<file path="config.mk">
export PLATFORM = sky130hd
export DESIGN_NAME = vp_mode_pipe
export DESIGN_NICKNAME = d
export VERILOG_FILES = /design/src/rtl/vp_pkg.sv /design/src/rtl/vp_delay.sv /design/src/rtl/vp_mode_pipe.sv
export SDC_FILE = /design/constraint.sdc
export NUM_CORES = 1
export LEC_CHECK = 0
export BUFFER_PORTS_ARGS = -buffer_cell sky130_fd_sc_hd__buf_2
export CAP_MARGIN = 25
export CORE_MARGIN = 8
export CORE_UTILIZATION = 55
export CTS_CLUSTER_DIAMETER = 60
export DETAILED_ROUTE_END_ITERATION = 7
export PLACE_DENSITY = 0.77
export SLEW_MARGIN = 20
export SYNTH_ARGS = -nofsm -noshare
export SYNTH_HDL_FRONTEND = slang
export SYNTH_HIERARCHICAL = 1
export SYNTH_SLANG_ARGS = --single-unit
</file>
<file path="constraint.sdc">
create_clock -name clk -period 4 [get_ports clk]
set_input_delay 0.6 -clock clk [delete_from_list [all_inputs] [get_ports clk]]
set_output_delay 0.6 -clock clk [all_outputs]
set_load 0.005 [all_outputs]
</file>
<file path="src/rtl/vp_pkg.sv">
// Shared constants for the multi-mode video processing stage: mode codes,
// luma weights and the pipeline depth that the sync/position delays must match.
package vp_pkg;

    localparam logic [2:0] MODE_PASS = 3'd0;
    localparam logic [2:0] MODE_GRAY = 3'd1;
    localparam logic [2:0] MODE_THR  = 3'd2;
    localparam logic [2:0] MODE_NEG  = 3'd3;
    localparam logic [2:0] MODE_BARS = 3'd4;

    // Fixed-point BT.601-style weights; they sum to 256 so white stays white.
    localparam int LUMA_R     = 77;
    localparam int LUMA_G     = 150;
    localparam int LUMA_B     = 29;
    localparam int LUMA_SHIFT = 8;

    localparam int PIPE_DEPTH = 3;

endpackage

</file>
<file path="src/rtl/vp_delay.sv">
// Reset-to-zero shift register used to keep side-band signals aligned with
// the pixel pipeline.
module vp_delay #(
    parameter int WIDTH = 1,
    parameter int DEPTH = 1
) (
    input  logic             clk,
    input  logic             rst_n,
    input  logic [WIDTH-1:0] i_data,
    output logic [WIDTH-1:0] o_data
);

    logic [WIDTH-1:0] r_stage [DEPTH];

    always_ff @(posedge clk or negedge rst_n) begin
        if (!rst_n) begin
            for (int i = 0; i < DEPTH; i++) begin
                r_stage[i] <= '0;
            end
        end else begin
            r_stage[0] <= i_data;
            for (int i = 1; i < DEPTH; i++) begin
                r_stage[i] <= r_stage[i-1];
            end
        end
    end

    assign o_data = r_stage[DEPTH-1];

endmodule

</file>
<file path="src/rtl/vp_mode_pipe.sv">
// Multi-mode pixel processing stage (pass/gray/threshold/negative/colour bars)
// with frame-boundary mode switching and sync/position outputs aligned to pixels.
module vp_mode_pipe
    import vp_pkg::*;
#(
    parameter int CH    = 3,
    parameter int DW    = 8,
    parameter int XW    = 11,
    parameter int YW    = 11,
    parameter int THR   = 128,
    parameter int BAR_W = 80
) (
    input  logic             clk,
    input  logic             rst_n,
    input  logic             de_in,
    input  logic             h_sync_in,
    input  logic             v_sync_in,
    input  logic [CH*DW-1:0] pixel_in,
    input  logic [2:0]       sw,
    output logic             de_out,
    output logic             h_sync_out,
    output logic             v_sync_out,
    output logic [CH*DW-1:0] pixel_out,
    output logic [XW-1:0]    x_pos,
    output logic [YW-1:0]    y_pos,
    output logic [2:0]       mode_active
);

    localparam int PW  = 8 + DW;
    localparam int SW  = 10 + DW;
    localparam int PXW = CH * DW;
    localparam logic [DW:0]   THR_L = (DW+1)'(THR);
    localparam logic [XW-1:0] BAR_L = XW'(BAR_W);

    logic           r_dePrev;
    logic           r_vsPrev;
    logic [XW-1:0]  r_xCnt;
    logic [YW-1:0]  r_yCnt;
    logic [2:0]     r_modeActive;
    logic           w_deFall;
    logic           w_vsRise;

    logic           r1_de;
    logic [PXW-1:0] r1_pix;
    logic [2:0]     r1_mode;
    logic [XW-1:0]  r1_x;

    logic           r2_de;
    logic [PXW-1:0] r2_pix;
    logic [PXW-1:0] r2_neg;
    logic [2:0]     r2_mode;
    logic [2:0]     r2_bar;

    logic [PXW-1:0] r_pixelOut;
    logic [XW-1:0]  w_barQ;
    logic [2:0]     w_barIdx;
    logic [DW-1:0]  w_luma;
    logic [PXW-1:0] w_barPix;
    logic [2:0]     w_syncOut;
    logic [XW+YW-1:0] w_posOut;

    assign w_deFall = r_dePrev & ~de_in;
    assign w_vsRise = v_sync_in & ~r_vsPrev;

    // Position counters and the frame-boundary mode latch; a vsync rise wins
    // over a simultaneous line end so y always restarts at 0.
    always_ff @(posedge clk or negedge rst_n) begin
        if (!rst_n) begin
            r_dePrev     <= 1'b0;
            r_vsPrev     <= 1'b0;
            r_xCnt       <= '0;
            r_yCnt       <= '0;
            r_modeActive <= MODE_PASS;
        end else begin
            r_dePrev <= de_in;
            r_vsPrev <= v_sync_in;
            if (w_deFall) begin
                r_xCnt <= '0;
            end else if (de_in && (r_xCnt != '1)) begin
                r_xCnt <= r_xCnt + 1'b1;
            end
            if (w_vsRise) begin
                r_yCnt <= '0;
            end else if (w_deFall && (r_yCnt != '1)) begin
                r_yCnt <= r_yCnt + 1'b1;
            end
            if (w_vsRise) begin
                r_modeActive <= sw;
            end
        end
    end

    always_ff @(posedge clk or negedge rst_n) begin
        if (!rst_n) begin
            r1_de   <= 1'b0;
            r1_pix  <= '0;
            r1_mode <= MODE_PASS;
            r1_x    <= '0;
        end else begin
            r1_de   <= de_in;
            r1_pix  <= pixel_in;
            r1_mode <= r_modeActive;
            r1_x    <= r_xCnt;
        end
    end

    assign w_barQ   = r1_x / BAR_L;
    assign w_barIdx = (w_barQ > XW'(7)) ? 3'd7 : w_barQ[2:0];

    always_ff @(posedge clk or negedge rst_n) begin
        if (!rst_n) begin
            r2_de   <= 1'b0;
            r2_pix  <= '0;
            r2_neg  <= '0;
            r2_mode <= MODE_PASS;
            r2_bar  <= 3'd0;
        end else begin
            r2_de   <= r1_de;
            r2_pix  <= r1_pix;
            r2_neg  <= ~r1_pix;
            r2_mode <= r1_mode;
            r2_bar  <= w_barIdx;
        end
    end

    generate
        if (CH == 3) begin : g_rgb
            logic [PW-1:0] r2_prodR;
            logic [PW-1:0] r2_prodG;
            logic [PW-1:0] r2_prodB;

            always_ff @(posedge clk or negedge rst_n) begin
                if (!rst_n) begin
                    r2_prodR <= '0;
                    r2_prodG <= '0;
                    r2_prodB <= '0;
                end else begin
                    r2_prodR <= PW'(LUMA_R) * PW'(r1_pix[2*DW +: DW]);
                    r2_prodG <= PW'(LUMA_G) * PW'(r1_pix[DW +: DW]);
                    r2_prodB <= PW'(LUMA_B) * PW'(r1_pix[0 +: DW]);
                end
            end

            assign w_luma   = DW'((SW'(r2_prodR) + SW'(r2_prodG) + SW'(r2_prodB)) >> LUMA_SHIFT);
            assign w_barPix = {{DW{r2_bar[2]}}, {DW{r2_bar[1]}}, {DW{r2_bar[0]}}};
        end else begin : g_mono
            assign w_luma   = r2_pix[DW-1:0];
            assign w_barPix = {CH{{DW{r2_bar[0]}}}};
        end
    endgenerate

    // Blanking forces black regardless of mode so downstream never sees junk.
    always_ff @(posedge clk or negedge rst_n) begin
        if (!rst_n) begin
            r_pixelOut <= '0;
        end else if (!r2_de) begin
            r_pixelOut <= '0;
        end else begin
            case (r2_mode)
                MODE_PASS: r_pixelOut <= r2_pix;
                MODE_GRAY: r_pixelOut <= {CH{w_luma}};
                MODE_THR:  r_pixelOut <= ({1'b0, w_luma} >= THR_L) ? {PXW{1'b1}} : {PXW{1'b0}};
                MODE_NEG:  r_pixelOut <= r2_neg;
                MODE_BARS: r_pixelOut <= w_barPix;
                default:   r_pixelOut <= r2_pix;
            endcase
        end
    end

    vp_delay #(
        .WIDTH (3),
        .DEPTH (PIPE_DEPTH)
    ) u_syncDelay (
        .clk    (clk),
        .rst_n  (rst_n),
        .i_data ({de_in, h_sync_in, v_sync_in}),
        .o_data (w_syncOut)
    );

    vp_delay #(
        .WIDTH (XW + YW),
        .DEPTH (PIPE_DEPTH)
    ) u_posDelay (
        .clk    (clk),
        .rst_n  (rst_n),
        .i_data ({r_xCnt, r_yCnt}),
        .o_data (w_posOut)
    );

    assign {de_out, h_sync_out, v_sync_out} = w_syncOut;
    assign {x_pos, y_pos} = w_posOut;
    assign pixel_out      = r_pixelOut;
    assign mode_active    = r_modeActive;

endmodule

</file>
==> impl_metrics.py, run 1 <==
metrics = {
    "setup_path": {
        "cp-end-kind": "flip-flop",
        "worst-path-max-fanout": 6,
        "crit_type": "reg -> reg",
        "reg2reg_depth": 11,
        "required_ns": 4.40,
        "start_kind": "flip-flop",
        "cp.arrival_ns": 3.93,
    },
    "place": {
        "dp.cells": 1271,
        "placed_area_um2": 12100,
        "gp_congestion": 0.846,
        "dp_hpwl_um": 15600,
        "place.port_buffers": 83,
    },
    "yosys": {
        "synth_nets": 1130,
        "yosys.area_share.simple_pct": 7.86,
        "synth_xor_area_share_pct": 3.72,
        "ys_ff_latch": 253,
        "netlist_area_um2": 11500,
        "ys_types": 60,
        "synth-adder-area-share_pct": 19.2,
        "async_reset_ff_share_pct": 100,
        "ys.flop_type": "dfrtp_1",
        "synth_area_leader_cell": "dfrtp_1",
        "synth.area.top_cells": "dfrtp_1 55%, ha_1 12%, fa_1 6.6%",
        "ys_seq_area_share_pct": 55.0,
        "synth_compound_area_share_pct": 8.31,
        "yosys_warnings": 6,
        "synthCells": 945,
        "synth_top_family_by_area": "adder cells",
        "syn_avg_cell_area_um2": 12.2,
        "synth.most_common_cell": "dfrtp_1",
        "ys_top_cells_by_count": "253 x dfrtp_1, 115 x ha_1, 105 x inv_1, 66 x nand2_1, 62 x nor2_1",
        "synthMuxAreaShare_pct": 0.478,
        "synth-edff-count": 0,
        "synth.top_cell.area_share_pct": 55.0,
    },
    "cts": {
        "tritoncts": "done",
        "clkLatencyLatePin_ns": 0.54,
        "cts_setup_buffers": 0,
        "cts_hold_buf": 0,
        "cts-resized-gates": 0,
        "cts_buffers": 27,
        "h-tree-depth": 1,
        "path_clk_slew_ns": 0.06,
        "cts_sinks": 253,
        "clk_path_buf_depth": 3,
        "root_buffer": "clkbuf_16",
    },
    "routing": {
        "drt_iter0_markers": 351,
        "firstDrtPassIters": 5,
        "vias_per_cell": 5.26,
        "drc": 0,
        "wl_per_cell_um": 16.4,
        "totalWireLength_um": 21700,
        "vias": 6958,
        "ant_nets": 0,
    },
    "pwr": {
        "power_density_nw_per_um2": 672,
        "p_leak_uw": 0.00665,
        "irDropWorstVdd_mv": 0.471,
    },
    "cells_and_area": {
        "area_delta_synth_final_pct": 13.4,
        "num_antenna_cells": 0,
        "multiInputGateArea_um2": 4550,
        "stdcell_area_um2": 13100,
        "regArea_um2": 6330,
        "stdcell_count": 1322,
        "drive_gt1_share_pct": 14.6,
        "nNetsFinal": 1211,
        "n_fill_cell": 1567,
    },
    "sta": {
        "setup_tns_ns": 0,
        "timing.final.crit_share_pct": 88.1,
        "rsz0062_at_grt": "no",
        "slew_viol_final": 0,
        "setup_violations": 0,
        "finalCriticalPeriod_ns": 3.53,
        "clock_skew_ns": 0.0135,
        "max_slew_margin_pct": 40.3,
        "hold_violations": 0,
        "fmax_mhz": 284,
        "tightestPinTransition_ns": 0.895,
    },
    "run_status": {
        "status": "finished clean",
    },
    "global_route": {
        "first_global_vias": 7504,
        "overflow": 0,
        "grt_use_total_pct": 17.7,
        "grt_start_max_net_pins": 100,
        "antenna_found_initial": 1,
        "grt_pass1_wl_um": 37300,
    },
    "die": {
        "io_pins": 84,
        "num_rows": 53,
        "initial_core_util_pct": 55.5,
        "die_w_um": 161,
        "die-area_um2": 25800,
        "die_h_um": 161,
        "core_um2": 20800,
    },
    "hold_path": {
        "hold_class": "in -> async",
    },
    "run": {
        "cap_viol_max_count": 0,
    },
}
[worst paths after layout]
path                                         from                    end  slack, ns
min reg2reg                u_posDelay/r_stage[36]  u_posDelay/o_data[14]       0.34
min in group clk                     pixel_in[23]             r1_pix[23]       0.17
max                                    r1_pix[12]     g_rgb.r2_prodG[15]       0.47
max in group asynchronous                   rst_n  u_posDelay/o_data[16]       2.96
max reg2reg                            r1_pix[12]     g_rgb.r2_prodG[15]       0.47
min                                         rst_n          pixel_out[22]        0.1
[worst max-delay path: stages, from the launching register on]
cell and delay, ns:
dfrtp_1 0.44, ha_1 0.32, ha_1 0.27, inv_1 0.05, fa_1 0.49, fa_1 0.52
inv_1 0.04, ha_1 0.32, o21a_1 0.13, o41a_1 0.36, a311oi_2 0.34, a21oi_1 0.11
[cell usage in the layout, fill, tap and decap left out, types with 6 or more instances in the layout]
cell type    n
nor4_1       6
inv_1      105
xor2_1      22
and2_1       7
nor3_1      10
ha_1       115
nand2_1     66
xnor2_1     25
dfrtp_1    253
nor2b_1     10
clkbuf_8     7
a21o_1       7
buf_2       82
o21a_1       6
o21ai_0     43
clkbuf_16   27
nand2b_1     6
a31oi_1     21
fa_1        38
nor2_1      62
nand3_1      9
a21oi_1     29
[final cells by class]
class / count / share of cell area (%)
tap: 275 / 2.64
clock buffer: 38 / 6.03
sequential: 253 / 48.5
inverter: 105 / 3.02
clock inverter: 12 / 1.22
timing repair buffer: 89 / 3.70
multi-input combinational: 550 / 34.9
[metal layers]
layer | GRT usage, % | part of all wire [%] | vias up
met5 | 0 | 0.055 | -
met4 | 7.14 | 4.3 | 2
met3 | 4.58 | 6.4 | 62
met2 | 29.1 | 47 | 183
met1 | 21.9 | 42 | 3426
li1 | - | - | 3285
[through the flow]
stage	total power, uW	hold slack, ns	utilization (%)	worst slack, ns
floorplan	5390	0.304	-	0.627
global placement	6080	0.333	58.3	0.522
detailed placement	6180	0.335	58.3	0.464
CTS	8810	0.119	62.8	0.446
global route	9340	0.148	62.9	0.277
finish	8770	0.0981	62.9	0.474
[power by group]
part / switching [uW] / leakage [uW] / internal [uW] / total, uW
logic: 1740 / 0.00299 / 1330 / 3070
registers: 214 / 0.00319 / 2920 / 3130
clock network: 991 / 0.000464 / 1570 / 2560
total: 2950 / 0.00665 / 5820 / 8770
[sequential cells by signal (all words and copies together) (netlist names), 11 cells and up]
| register | cells |
|---|---|
| g_rgb.r2_prodG | 14 |
| u_posDelay/o_data | 22 |
| g_rgb.r2_prodB | 11 |
| r2_neg | 24 |
| g_rgb.r2_prodR | 13 |
| r2_pix | 24 |
| r1_pix | 24 |
| r_xCnt | 11 |
| u_posDelay/r_stage | 44 |
| pixel_out | 24 |
| r_yCnt | 11 |
[logic make-up (layout without fill, tap and decap cells)]
kind of cell,count (synthesis),count (layout)
buf+inv,142,244
compound gates,146,146
flops,253,253
xor+xnor,48,48
mux,5,5
simple gates,197,197
fa+ha+maj,154,154
Note: power is estimated with default switching activity, not from simulation.
==> run 2, diff against run 1 <==
Settings changed: SYNTH_HIERARCHICAL 1 to default.
==> impl_metrics.py, run 2 <==
metrics = {
    "sta": {
        "max_slew_margin_pct": 33.2,
        "clock_skew_ns": 0.0143,
        "tightestPinTransition_ns": 0.995,
        "finalCriticalPeriod_ns": 3.77,
        "hold_violations": 0,
        "hold_ws_ns": 0.0616,
        "rsz0062_at_grt": "no",
        "slew_viol_final": 0,
        "fmax_mhz": 266,
        "setup_violations": 0,
        "timing.final.crit_share_pct": 94.2,
        "setup_ws_ns": 0.234,
        "setup_tns_ns": 0,
    },
    "cts": {
        "cts_hold_buf": 0,
        "cts_sinks": 243,
        "root_buffer": "clkbuf_16",
        "cts_buffers": 26,
        "path_clk_slew_ns": 0.06,
        "cts-resized-gates": 0,
        "clk_path_buf_depth": 3,
        "h-tree-depth": 1,
        "tritoncts": "done",
        "clkLatencyLatePin_ns": 0.53,
        "cts_setup_buffers": 0,
    },
    "setup_path": {
        "cp_cell_sequence": "ha_1, ha_1, inv_1, fa_1, fa_1, inv_1, ha_1, or3_1, o22a_1, a2111oi_0, buf_4, a21oi_1, xor2_1",
        "cp.arrival_ns": 4.17,
        "crit_slowest_cell": "fa_1",
        "cp-end-kind": "flip-flop",
        "start_kind": "flip-flop",
        "r2r_slack_ns": 0.23,
        "worst-path-max-fanout": 5,
        "cp_slowest_stage_delay_ns": 0.54,
        "required_ns": 4.40,
        "crit_family": "adder cells",
        "crit_top_cell": "ha_1",
        "crit_buf_inv": 3,
        "crit_type": "reg -> reg",
    },
    "global_route": {
        "grt_use_total_pct": 17.8,
        "antenna_found_initial": 0,
        "met3_usage_pct": 3.24,
        "overflow": 0,
        "busiest_layer": "met2",
        "grt_pass1_wl_um": 37300,
        "grt_use_met1_pct": 24.0,
        "grt_start_max_net_pins": 109,
        "first_global_vias": 7358,
        "use_met2_pct": 28.9,
    },
    "yosys": {
        "synth.most_common_cell": "dfrtp_1",
        "ys_types": 59,
        "synth_area_leader_cell": "dfrtp_1",
        "synth-edff-count": 0,
        "ys.flop_type": "dfrtp_1",
        "syn_avg_cell_area_um2": 12.0,
        "synthCells": 953,
        "netlist_area_um2": 11400,
        "synth.area.top_cells": "dfrtp_1 53%, ha_1 13%, fa_1 6.6%",
        "synth.top_cell.area_share_pct": 53.1,
        "ys_top_cells_by_count": "243 x dfrtp_1, 115 x ha_1, 112 x inv_1, 56 x o21ai_0, 50 x nand2_1",
        "ys_seq_area_share_pct": 53.1,
        "ys_ff_latch": 243,
        "synth_nets": 1138,
        "async_reset_ff_share_pct": 100,
        "yosys_warnings": 0,
    },
    "die": {
        "core_um2": 20400,
        "initial_core_util_pct": 56.2,
        "die_w_um": 160,
        "die-area_um2": 25700,
        "num_rows": 52,
        "die_h_um": 160,
        "io_pins": 84,
    },
    "routing": {
        "totalWireLength_um": 22200,
        "ant_nets": 0,
        "vias": 7122,
        "firstDrtPassIters": 5,
        "vias_per_cell": 5.37,
        "wl_per_cell_um": 16.7,
        "drt_iter0_markers": 413,
        "drc": 0,
    },
    "pwr": {
        "p_total_uw": 8810,
        "irDropWorstVdd_mv": 0.386,
        "p_switching_uw": 3060,
        "power_frac_clock_pct": 29.3,
        "power_density_nw_per_um2": 676,
        "p_leak_uw": 0.00650,
        "power_frac_comb_pct": 36.2,
        "internal_power_uw": 5740,
        "p_seq_share_pct": 34.5,
        "switching_share_pct": 34.8,
    },
    "cells_and_area": {
        "area_delta_synth_final_pct": 13.8,
        "drive_gt1_share_pct": 15.3,
        "layout_common_cells": "243 x dfrtp_1, 115 x ha_1, 112 x inv_1",
        "nNetsFinal": 1222,
        "num_antenna_cells": 0,
        "final_common_cell": "dfrtp_1",
        "stdcell_area_um2": 13000,
        "largest-register": "u_posDelay.r_stage",
        "largest_reg_flops": 43,
    },
    "run": {
        "cap_viol_max_count": 0,
    },
    "place": {
        "pre_cts_ws_ns": 0.281,
        "gp_congestion": 0.838,
        "place.port_buffers": 83,
        "dp_hpwl_um": 15900,
        "placed_area_um2": 12100,
    },
    "run_status": {
        "status": "finished clean",
    },
    "hold_path": {
        "hold_class": "in -> async",
    },
}
-- run 2: area by class of cell --
| cell class | instances | area [um2] |
|---|---|---|
| clock buffers | 30 | 696 |
| clock inverters | 18 | 259 |
| fillers | 1498 | 7330 |
| inverters | 112 | 420 |
| multi-input cells | 563 | 4740 |
| flip-flops and latches | 243 | 6080 |
| well taps | 270 | 338 |
| repair buffers | 91 | 498 |
-- run 2: cells by family (layout without fill, tap and decap cells) --
family | after synthesis | after routing | share of synthesized area [%]
flip-flops | 243 | 243 | 53.1
AND/OR/NAND/NOR | 184 | 184 | 8.66
AO/OA/AOI/OAI | 181 | 181 | 9.86
adder cells (fa/ha/maj) | 154 | 154 | 19.3
buffers and inverters | 147 | 251 | 5.54
XOR/XNOR | 37 | 37 | 2.83
multiplexers | 7 | 7 | 0.678
-- run 2: final timing paths --
path                                              from                     end  depth (start not counted)
max in group asynchronous                        rst_n            pixel_out[7]                          2
worst max register to register              r1_pix[14]      g_rgb.r2_prodG[14]                         13
worst min-delay path                             rst_n  u_posDelay.r_stage[26]                          1
worst max-delay path                        r1_pix[14]      g_rgb.r2_prodG[14]                         13
worst min register to register  u_posDelay.r_stage[27]    u_posDelay.o_data[5]                          0
min in group clk                           pixel_in[6]               r1_pix[6]                          1
-- run 2: power groups by stage --
stage	Combinational, uW	Clock [uW]	Sequential [uW]
after CTS	3170	2620	3040
after floorplan	2330	0	3010
final	3190	2580	3040
after global placement	2990	0	3070
after global routing	3590	2730	3080
after detailed placement	3090	0	3080
-- run 2: per-layer routing --
layer  routed length, um  vias to the layer above  share of wire (%)
met2               10400                      187                 47
met3                1120                       34                5.0
met5                   0                        -                  0
met1               10300                     3497                 46
met4                 428                        0                1.9
li1                    -                     3404                  -
-- run 2: per-stage QoR --
stage | util (%) | std cells
after floorplan | - | 953
after global placement | 59.3 | 1279
after detailed placement | 59.3 | 1279
after CTS | 64.0 | 1327
after global routing | 64.0 | 1327
final | 64.0 | 1327
